## src/rtl/servo_pulse_decoder.sv

```systemverilog
// servo_pulse_decoder
//   Measures the high time of a servo PWM pulse in clock counts and maps it
//   back to an angle by inverting width = SCALE*angle + OFFSET.
//   The result is a truncating restoring divide that takes a fixed number of cycles.
//
// Ports
//   clk          system clock (single clock domain)
//   rst_n        asynchronous active-low reset
//   pwm_in       servo pulse, asynchronous to clk
//   angle        last decoded angle, 0..MAX_ANGLE
//   angle_valid  one-cycle strobe when angle/width/range_err update
//   width        raw high time of the last pulse, in clocks
//   range_err    last pulse was out of range and the angle was clamped
//   signal_lost  no rising edge for TIMEOUT clocks
//
// Timing: angle_valid is high in cycle F+11, where F is the first cycle the
// synchronized input reads 0 after reading 1.
module servo_pulse_decoder #(
  parameter int unsigned OFFSET    = 60000,
  parameter int unsigned SCALE     = 944,
  parameter int unsigned MAX_ANGLE = 360,
  parameter int unsigned TIMEOUT   = 4000000,
  parameter int unsigned CNT_W     = 20
) (
  input  logic             clk,
  input  logic             rst_n,
  input  logic             pwm_in,
  output logic [8:0]       angle,
  output logic             angle_valid,
  output logic [CNT_W-1:0] width,
  output logic             range_err,
  output logic             signal_lost
);

  // The upper legal bound is computed at 64 bits so it never wraps.
  localparam longint unsigned BOUND = longint'(OFFSET) + longint'(SCALE) * longint'(MAX_ANGLE + 1);
  localparam int unsigned     LW    = $clog2(TIMEOUT + 1);
  localparam logic [LW-1:0]   TMO   = LW'(TIMEOUT);
  localparam logic [CNT_W-1:0] CMAX = {CNT_W{1'b1}};
  localparam logic [8:0]      AMAX  = 9'(MAX_ANGLE);

  typedef enum logic [2:0] {IDLE, HIGH, CALC, DIV, DONE} state_t;

  // ---------------------------------------------------------------------------
  // Synchronizer and edge detect
  // ---------------------------------------------------------------------------
  // The chain resets to 1. A pulse that is already high when reset is released
  // then produces no rise. Measurement starts only on a genuine low-to-high edge.
  logic s1, pwm_s, pwm_d;
  logic rise, fall;

  always_ff @(posedge clk or negedge rst_n) begin
    if (!rst_n) begin
      s1    <= 1'b1;
      pwm_s <= 1'b1;
      pwm_d <= 1'b1;
    end else begin
      s1    <= pwm_in;
      pwm_s <= s1;
      pwm_d <= pwm_s;
    end
  end

  assign rise = pwm_s & ~pwm_d;
  assign fall = ~pwm_s & pwm_d;

  // ---------------------------------------------------------------------------
  // Measurement / divide FSM
  // ---------------------------------------------------------------------------
  state_t           state, state_nx;
  logic [CNT_W-1:0] cnt, cnt_nx;
  logic [CNT_W-1:0] width_r, width_r_nx;
  logic [CNT_W-1:0] rem, rem_nx;
  logic [8:0]       q, q_nx;
  logic [3:0]       step, step_nx;
  logic             err, err_nx;
  logic             ovr, ovr_nx;       // clamp high (vs. clamp low) when err
  logic [8:0]       angle_nx;
  logic [CNT_W-1:0] width_nx;
  logic             range_err_nx;

  // One restoring step: trial-subtract SCALE<<step from the remainder.
  logic [63:0]      dsor;
  logic             ge;
  logic [CNT_W-1:0] rem_sub;

  assign dsor    = 64'(SCALE) << step;
  assign ge      = 64'(rem) >= dsor;
  assign rem_sub = CNT_W'(64'(rem) - dsor);

  always_comb begin
    state_nx     = state;
    cnt_nx       = cnt;
    width_r_nx   = width_r;
    rem_nx       = rem;
    q_nx         = q;
    step_nx      = step;
    err_nx       = err;
    ovr_nx       = ovr;
    angle_nx     = angle;
    width_nx     = width;
    range_err_nx = range_err;

    case (state)
      IDLE: begin
        if (rise) begin
          state_nx = HIGH;
          cnt_nx   = CNT_W'(1);
        end
      end
      HIGH: begin
        if (fall) begin
          width_r_nx = cnt;
          state_nx   = CALC;
        end else if (cnt != CMAX) begin
          cnt_nx = cnt + CNT_W'(1);
        end
      end
      CALC: begin
        q_nx     = '0;
        step_nx  = 4'd8;
        state_nx = DIV;
        if (64'(width_r) < 64'(OFFSET)) begin
          err_nx = 1'b1;
          ovr_nx = 1'b0;
          rem_nx = '0;
        end else if (64'(width_r) >= BOUND) begin
          err_nx = 1'b1;
          ovr_nx = 1'b1;
          rem_nx = '0;
        end else begin
          err_nx = 1'b0;
          ovr_nx = 1'b0;
          rem_nx = CNT_W'(64'(width_r) - 64'(OFFSET));
        end
      end
      DIV: begin
        if (ge) begin
          rem_nx = rem_sub;
          q_nx   = q | (9'd1 << step);
        end
        if (step == 4'd0) begin
          // The last quotient bit is resolved this cycle. Load the outputs now
          // so that they are valid during DONE. A clamped value overrides q.
          state_nx     = DONE;
          angle_nx     = ovr ? AMAX : (err ? 9'd0 : q_nx);
          width_nx     = width_r;
          range_err_nx = err;
        end else begin
          step_nx = step - 4'd1;
        end
      end
      DONE: state_nx = IDLE;
      default: state_nx = IDLE;
    endcase
  end

  always_ff @(posedge clk or negedge rst_n) begin
    if (!rst_n) begin
      state     <= IDLE;
      cnt       <= '0;
      width_r   <= '0;
      rem       <= '0;
      q         <= '0;
      step      <= '0;
      err       <= 1'b0;
      ovr       <= 1'b0;
      angle     <= '0;
      width     <= '0;
      range_err <= 1'b0;
    end else begin
      state     <= state_nx;
      cnt       <= cnt_nx;
      width_r   <= width_r_nx;
      rem       <= rem_nx;
      q         <= q_nx;
      step      <= step_nx;
      err       <= err_nx;
      ovr       <= ovr_nx;
      angle     <= angle_nx;
      width     <= width_nx;
      range_err <= range_err_nx;
    end
  end

  assign angle_valid = (state == DONE);

  // ---------------------------------------------------------------------------
  // Loss-of-signal timer
  // ---------------------------------------------------------------------------
  // lcnt holds the number of cycles elapsed since the last rising edge, so it
  // reaches TIMEOUT exactly TIMEOUT cycles after R. The rise term masks the
  // flag during R itself, before the counter register restarts.
  logic [LW-1:0] lcnt;

  always_ff @(posedge clk or negedge rst_n) begin
    if (!rst_n)           lcnt <= '0;
    else if (rise)        lcnt <= LW'(1);
    else if (lcnt != TMO) lcnt <= lcnt + LW'(1);
  end

  assign signal_lost = (lcnt == TMO) & ~rise;

endmodule

```

## config.mk

```make
export PLATFORM = sky130hd
export DESIGN_NAME = servo_pulse_decoder
export DESIGN_NICKNAME = d
export VERILOG_FILES = /design/src/rtl/servo_pulse_decoder.sv
export SDC_FILE = /design/constraint.sdc
export NUM_CORES = 1
export LEC_CHECK = 0
export CAP_MARGIN = 10
export CORE_MARGIN = 10
export CORE_UTILIZATION = 45
export DETAILED_ROUTE_END_ITERATION = 8
export PLACE_DENSITY = 0.63
export SLEW_MARGIN = 0
export SYNTH_ARGS = -nofsm -noshare
export SYNTH_HDL_FRONTEND = slang
export SYNTH_SLANG_ARGS = --single-unit
```

## constraint.sdc

```tcl
create_clock -name clk -period 10.18 [get_ports clk]
set_clock_uncertainty 0.2 [all_clocks]
set_input_delay 2.545 -clock clk [delete_from_list [all_inputs] [get_ports clk]]
set_output_delay 2.545 -clock clk [all_outputs]
set_load 0.01 [all_outputs]
```

# Word-level counts from Yosys, hierarchy flattened
# Cells that the tools add are included.
# W data, S select, Z words.
op_classes:
  add_sub_neg: 5
  order_cmp: 3
  n_eq_ne: 14
  shifts: 2
  n_mux: 23
  n_bitwise: 7
  n_reduce_logical: 11
ops:
  columns: ["operator", "n"]
  rows:
  - ["$mux W20", 6]
  - ["$pmux W20 S2", 2]
  - ["$ge A20 B64 Y1", 1]
  - ["$shl A10 B4 Y64 const A", 1]
  - ["$mux W22", 2]
  - ["$mux W9", 3]
  - ["$add A22 B1 Y22 const B", 1]
  - ["$eq A22 B22 Y1 const B", 1]
  - ["$ne A22 B22 Y1 const B", 1]
  - ["$add A20 B1 Y20 const B", 1]
  - ["$ge A20 B19 Y1 const B", 1]
  - ["$lt A20 B16 Y1 const B", 1]
  - ["$ne A20 B20 Y1 const B", 1]
  - ["$sub A20 B16 Y20 const B", 1]
  - ["$sub A20 B20 Y20", 1]
  - ["$pmux W9 S2", 1]
  - ["$ne A2 B2 Y1 const B", 7]
  - ["$pmux W3 S4", 1]
  - ["$mux W3", 3]
  - ["$or A9 B9 Y9", 1]
  - ["$shl A1 B4 Y9 const A", 1]
  - ["$pmux W4 S2", 1]
  - ["$reduce_and A2 Y1", 4]
  - ["$eq A3 B2 Y1 const B", 2]
  - ["12 further kinds", 20]
totals:
  ff_bits: 133
  inputBits: 3
  wordCells: 80

# Logic depth before layout (Yosys ltp)
logic_depth:
  word_depth: 5
  depth_mapped: 16
  ltp_nobuf: 14

# Worst setup path after synthesis
# OpenSTA, ideal clock, no wires.
synth_path:
  path_type: "reg-to-output"
  from: "register lcnt[0]"
  to: "output port signal_lost"
  arrival_ps: 1341
  t_required_ps: 7435
  setup_slack_ps: 6094
  stages_incl_launch_ff: 8
  cell_sequence: "dfrtp_1 -> inv_1 -> ha_1 -> nand2_1 -> nor3_1 -> and4_1 -> nand4_1 -> nor2_1"
synth_between:
  elab_chain_cells: 2
synth_rtl:
  columns: ["element", "line_no", "source"]
  rows:
  - ["start, declared", "194", "logic [LW-1:0] lcnt;"]
  - ["start signal, assigned", "199", "else if (lcnt != TMO) lcnt <= lcnt + LW'(1);"]
  - ["$eq A22 B22 Y1", "202", "assign signal_lost = (lcnt == TMO) & ~rise;"]
  - ["$and A1 B1 Y1", "202", null]
  - ["end, declared", "32", "output logic signal_lost"]
# No other way between the ends.

# Worst setup path after layout
# Ends and elaborated chain as after synthesis.

==> results.sh <==
export IMPL_hold_viol=0
export IMPL_drt_first_iter_violations=369
export IMPL_synth_async_sr_flop_share_pct=100
export IMPL_hold_start="s1"
export IMPL_synth_ff_latch_count=129
export IMPL_grt_remaining_overflow=0
export IMPL_antenna_cells=0
export IMPL_first_pass_iters=5
export IMPL_gp_congestion=0.885
export IMPL_htree_levels=4
export IMPL_setup_total_negative_slack_ps=0
export IMPL_dp_hpwl_um=11200
export IMPL_ctsRootBufferMaster="sky130_fd_sc_hd__clkbuf_16"
export IMPL_netlist_instances=699
export IMPL_grt_antenna_before_repair=0
export IMPL_clock_fmax_ghz=0.195
export IMPL_cts_hold_buffers_added=0
export IMPL_synth_largest_type_area_fraction_pct=45.4
export IMPL_n_fill_cell=1320
export IMPL_vdd_ir_drop_max_mv=0.149
export IMPL_core_region_area_mm2=0.0151
export IMPL_cap_violations=0
export IMPL_wire_length_of_the_first_global_routing_pass_um=26500
export IMPL_fp_dieH_um=144
export IMPL_dp_cells=895
export IMPL_synthesis_area_per_instance_um2=9.93
export IMPL_cts_repair_resize_count=0
export IMPL_row_count=45
export IMPL_min_period_ps=5130
export IMPL_pin_count=35
export IMPL_worst_hold_path_num_cells=0
export IMPL_status="finished, final reports clean"
export IMPL_die_footprint_mm2=0.0208
export IMPL_ys_warnings_count=0
export IMPL_worst_path_max_fanout=6
export IMPL_timing_critical_path_to_type="output port"
export IMPL_clock_latency_ps=420
export IMPL_finish_net_count=757
export IMPL_reg2reg_depth=11
export IMPL_critPathArrivalTime_ps=2380
export IMPL_synth_compound_area_share_pct=15.1
export IMPL_yosys_area_share_simple_pct=16.9
export IMPL_layout_cells_non_filler=927
export IMPL_detail_route_wl_per_cell_um=17.0
export IMPL_synth_enable_flop_cells=0
export IMPL_share_of_post_route_cells_with_drive_strength_above_1_pct=13.3
export IMPL_min_period_over_period_pct=50.4
export IMPL_portBuffers=34
export IMPL_synth_cell_type_count=60
export IMPL_grtUsageTotal_pct=16.0
export IMPL_cts_reportedPaths_clkPinSlew_ps=60
export IMPL_synth_top_family_by_area="simple AND/OR/NAND/NOR gates"
export IMPL_synthXorXnorAreaFrac_pct=6.05
export IMPL_setup_worst_path_class="reg -> out"
export IMPL_worstPathRequired_ps=7440
export IMPL_p_leak_uw=0.00358
export IMPL_hp_class="reg -> reg"
export IMPL_cts_num_sinks=129
export IMPL_synth_area_mm2=0.00694
export IMPL_synth_yosys_seq_area_share_pct=46.5
export IMPL_max_slew_margin_pct=32.5
export IMPL_synth_largest_area_cell="sky130_fd_sc_hd__dfrtp_1"
export IMPL_start_util_pct=45.8
export IMPL_area_growth_synth_to_final_pct=15.0
export IMPL_via_per_inst=5.72
export IMPL_grt_max_degree=72
export IMPL_cp_startpoint="lcnt[0]"
export IMPL_worst_slew_pin_transition_ps=1010
export IMPL_grt_pass1_vias=5268
export IMPL_post_synth_main_area_contributors="sky130_fd_sc_hd__dfrtp_1 (45%), sky130_fd_sc_hd__mux2_2 (6.8%), sky130_fd_sc_hd__ha_1 (5.0%)"
export IMPL_cts_tree="done"
export IMPL_die_width_um=144
export IMPL_drc=0
export IMPL_slew_violations=0
export IMPL_final_setup_viol_count=0
export IMPL_vias=5303
export IMPL_cts_setup_buffers=0
export IMPL_synthAdderAreaFrac_pct=5.05
export IMPL_yosys_mux_area_fraction_pct=7.68
export IMPL_pwr_density_cell_mw_per_mm2=265
export IMPL_timing_critical_path_from_type="flip-flop"
export IMPL_min_to="pwm_s"
export IMPL_synth_fp_nets=730
export IMPL_max_clock_path_buffers=2
export IMPL_ys_dominant_reg_cell="sky130_fd_sc_hd__dfrtp_1"
export IMPL_route_antenna_remaining_nets=0
export IMPL_unrepaired_setup_endpoints_after_global_routing="false"
export IMPL_rrSetupSlack_ps=6270
export IMPL_rr_endpoint="rem[14]"
export IMPL_totalWireLength_um=15800
export IMPL_tritoncts_num_buffers=17
export IMPL_rr_startpoint="step[3]"
[worst max path at each step]
| stage | endpoint |
|---|---|
| 2_1_floorplan | signal_lost |
| 3_3_place_gp | signal_lost |
| 3_5_place_dp | signal_lost |
| 4_1_cts | signal_lost |
| 5_1_grt | signal_lost |
| 6_report | signal_lost |
[critical path, stage by stage, from the launching register on]
cell and delay, ps:
sky130_fd_sc_hd__dfrtp_1 440, sky130_fd_sc_hd__inv_1 80, sky130_fd_sc_hd__ha_1 140, sky130_fd_sc_hd__nand2_1 40, sky130_fd_sc_hd__nor3_1 130, sky130_fd_sc_hd__and4_1 200, sky130_fd_sc_hd__nand4_1 220, sky130_fd_sc_hd__nor2_1 160
sky130_fd_sc_hd__clkdlybuf4s50_1 550
[layer usage]
layer,track usage [%],up-vias,share of wire [%]
met5,0,-,0
li1,-,2563,-
met3,3.57,21,3.6
met4,6.44,0,1.8
met1,21.2,2604,47
met2,24.9,115,48
[power by group]
part | internal, uW | leakage [uW] | switching (uW)
clock | 342 | 0.000279 | 248
combinational | 352 | 0.00156 | 531
sequential | 575 | 0.00175 | 68.9
[synth_stat cells, drive strengths merged, types with 2 or more instances]
library cell	instances
a211oi	8
a21o	3
a21oi	33
a22o	2
a22oi	12
a31oi	9
a41oi	8
and2	7
and3	12
and4	2
buf	13
clkbuf	18
dfrtp	126
dfstp	3
ha	28
inv	13
mux2	42
mux2i	6
nand2	64
nand2b	13
nand3	19
nand4	13
nor2	68
nor2b	9
nor3	11
nor3b	3
nor4	9
nor4b	3
o211ai	2
o21a	2
o21ai	61
o21bai	2
o22ai	4
o31ai	7
or3	5
xnor2	15
xor2	33
[sequential cells by signal, indices dropped and copies added, names as in the netlist]
| signal | count |
|---|---|
| angle | 9 |
| cnt | 20 |
| err | 1 |
| lcnt | 22 |
| ovr | 1 |
| pwm_d | 1 |
| pwm_s | 1 |
| q | 9 |
| range_err | 1 |
| rem | 16 |
| s1 | 1 |
| state | 3 |
| step | 4 |
| width | 20 |
| width_r | 20 |
[logic make-up (layout without fill, tap and decap cells)]
family	after synthesis	in the layout
AOI/OAI and AO/OA	162	162
xor gates and xnor gates	48	48
adders and majority gates	28	28
buffers and inverters	44	84
DFF	129	129
muxes	48	48
and+or+nand+nor	240	240
[cell type report]
type	count	area, um2	area share [%]
clock buffers	17	425	5.33
repair buffers	39	375	4.70
inverters	13	48.8	0.611
flip-flops and latches	129	3230	40.5
clock inverters	15	148	1.85
well taps	188	235	2.95
multi-input cells	526	3520	44.1
[placed cells by master, fill, tap and decap left out, drive strengths merged, types with 7 or more instances in the layout]
| master | count |
|---|---|
| o31ai | 7 |
| nor4 | 9 |
| nand2b | 13 |
| clkdlybuf4s50 | 33 |
| and3 | 12 |
| a22oi | 12 |
| o21ai | 61 |
| nand4 | 13 |
| a41oi | 8 |
| a21oi | 33 |
| dfrtp | 126 |
| ha | 28 |
| clkbuf | 17 |
| and2 | 7 |
| a211oi | 8 |
| inv | 20 |
| xor2 | 33 |
| nor3 | 11 |
| xnor2 | 15 |
| nor2 | 68 |
| nand3 | 19 |
| nand2 | 64 |
| a31oi | 9 |
| mux2 | 42 |
| nor2b | 9 |
[through the flow]
step	total power (uW)	hold WS, ps	setup WS [ps]	cell area, um2	utilization [%]
global route	2270	162	4890	7990	52.7
global placement	1490	145	5500	7410	48.9
detailed placement	1520	149	5490	7410	48.9
finish	2120	157	5050	7990	52.7
floorplan	1340	145	6090	6940	-
CTS	2120	158	5030	7990	52.7
No activity file was read; power rests on OpenSTA's default activity.
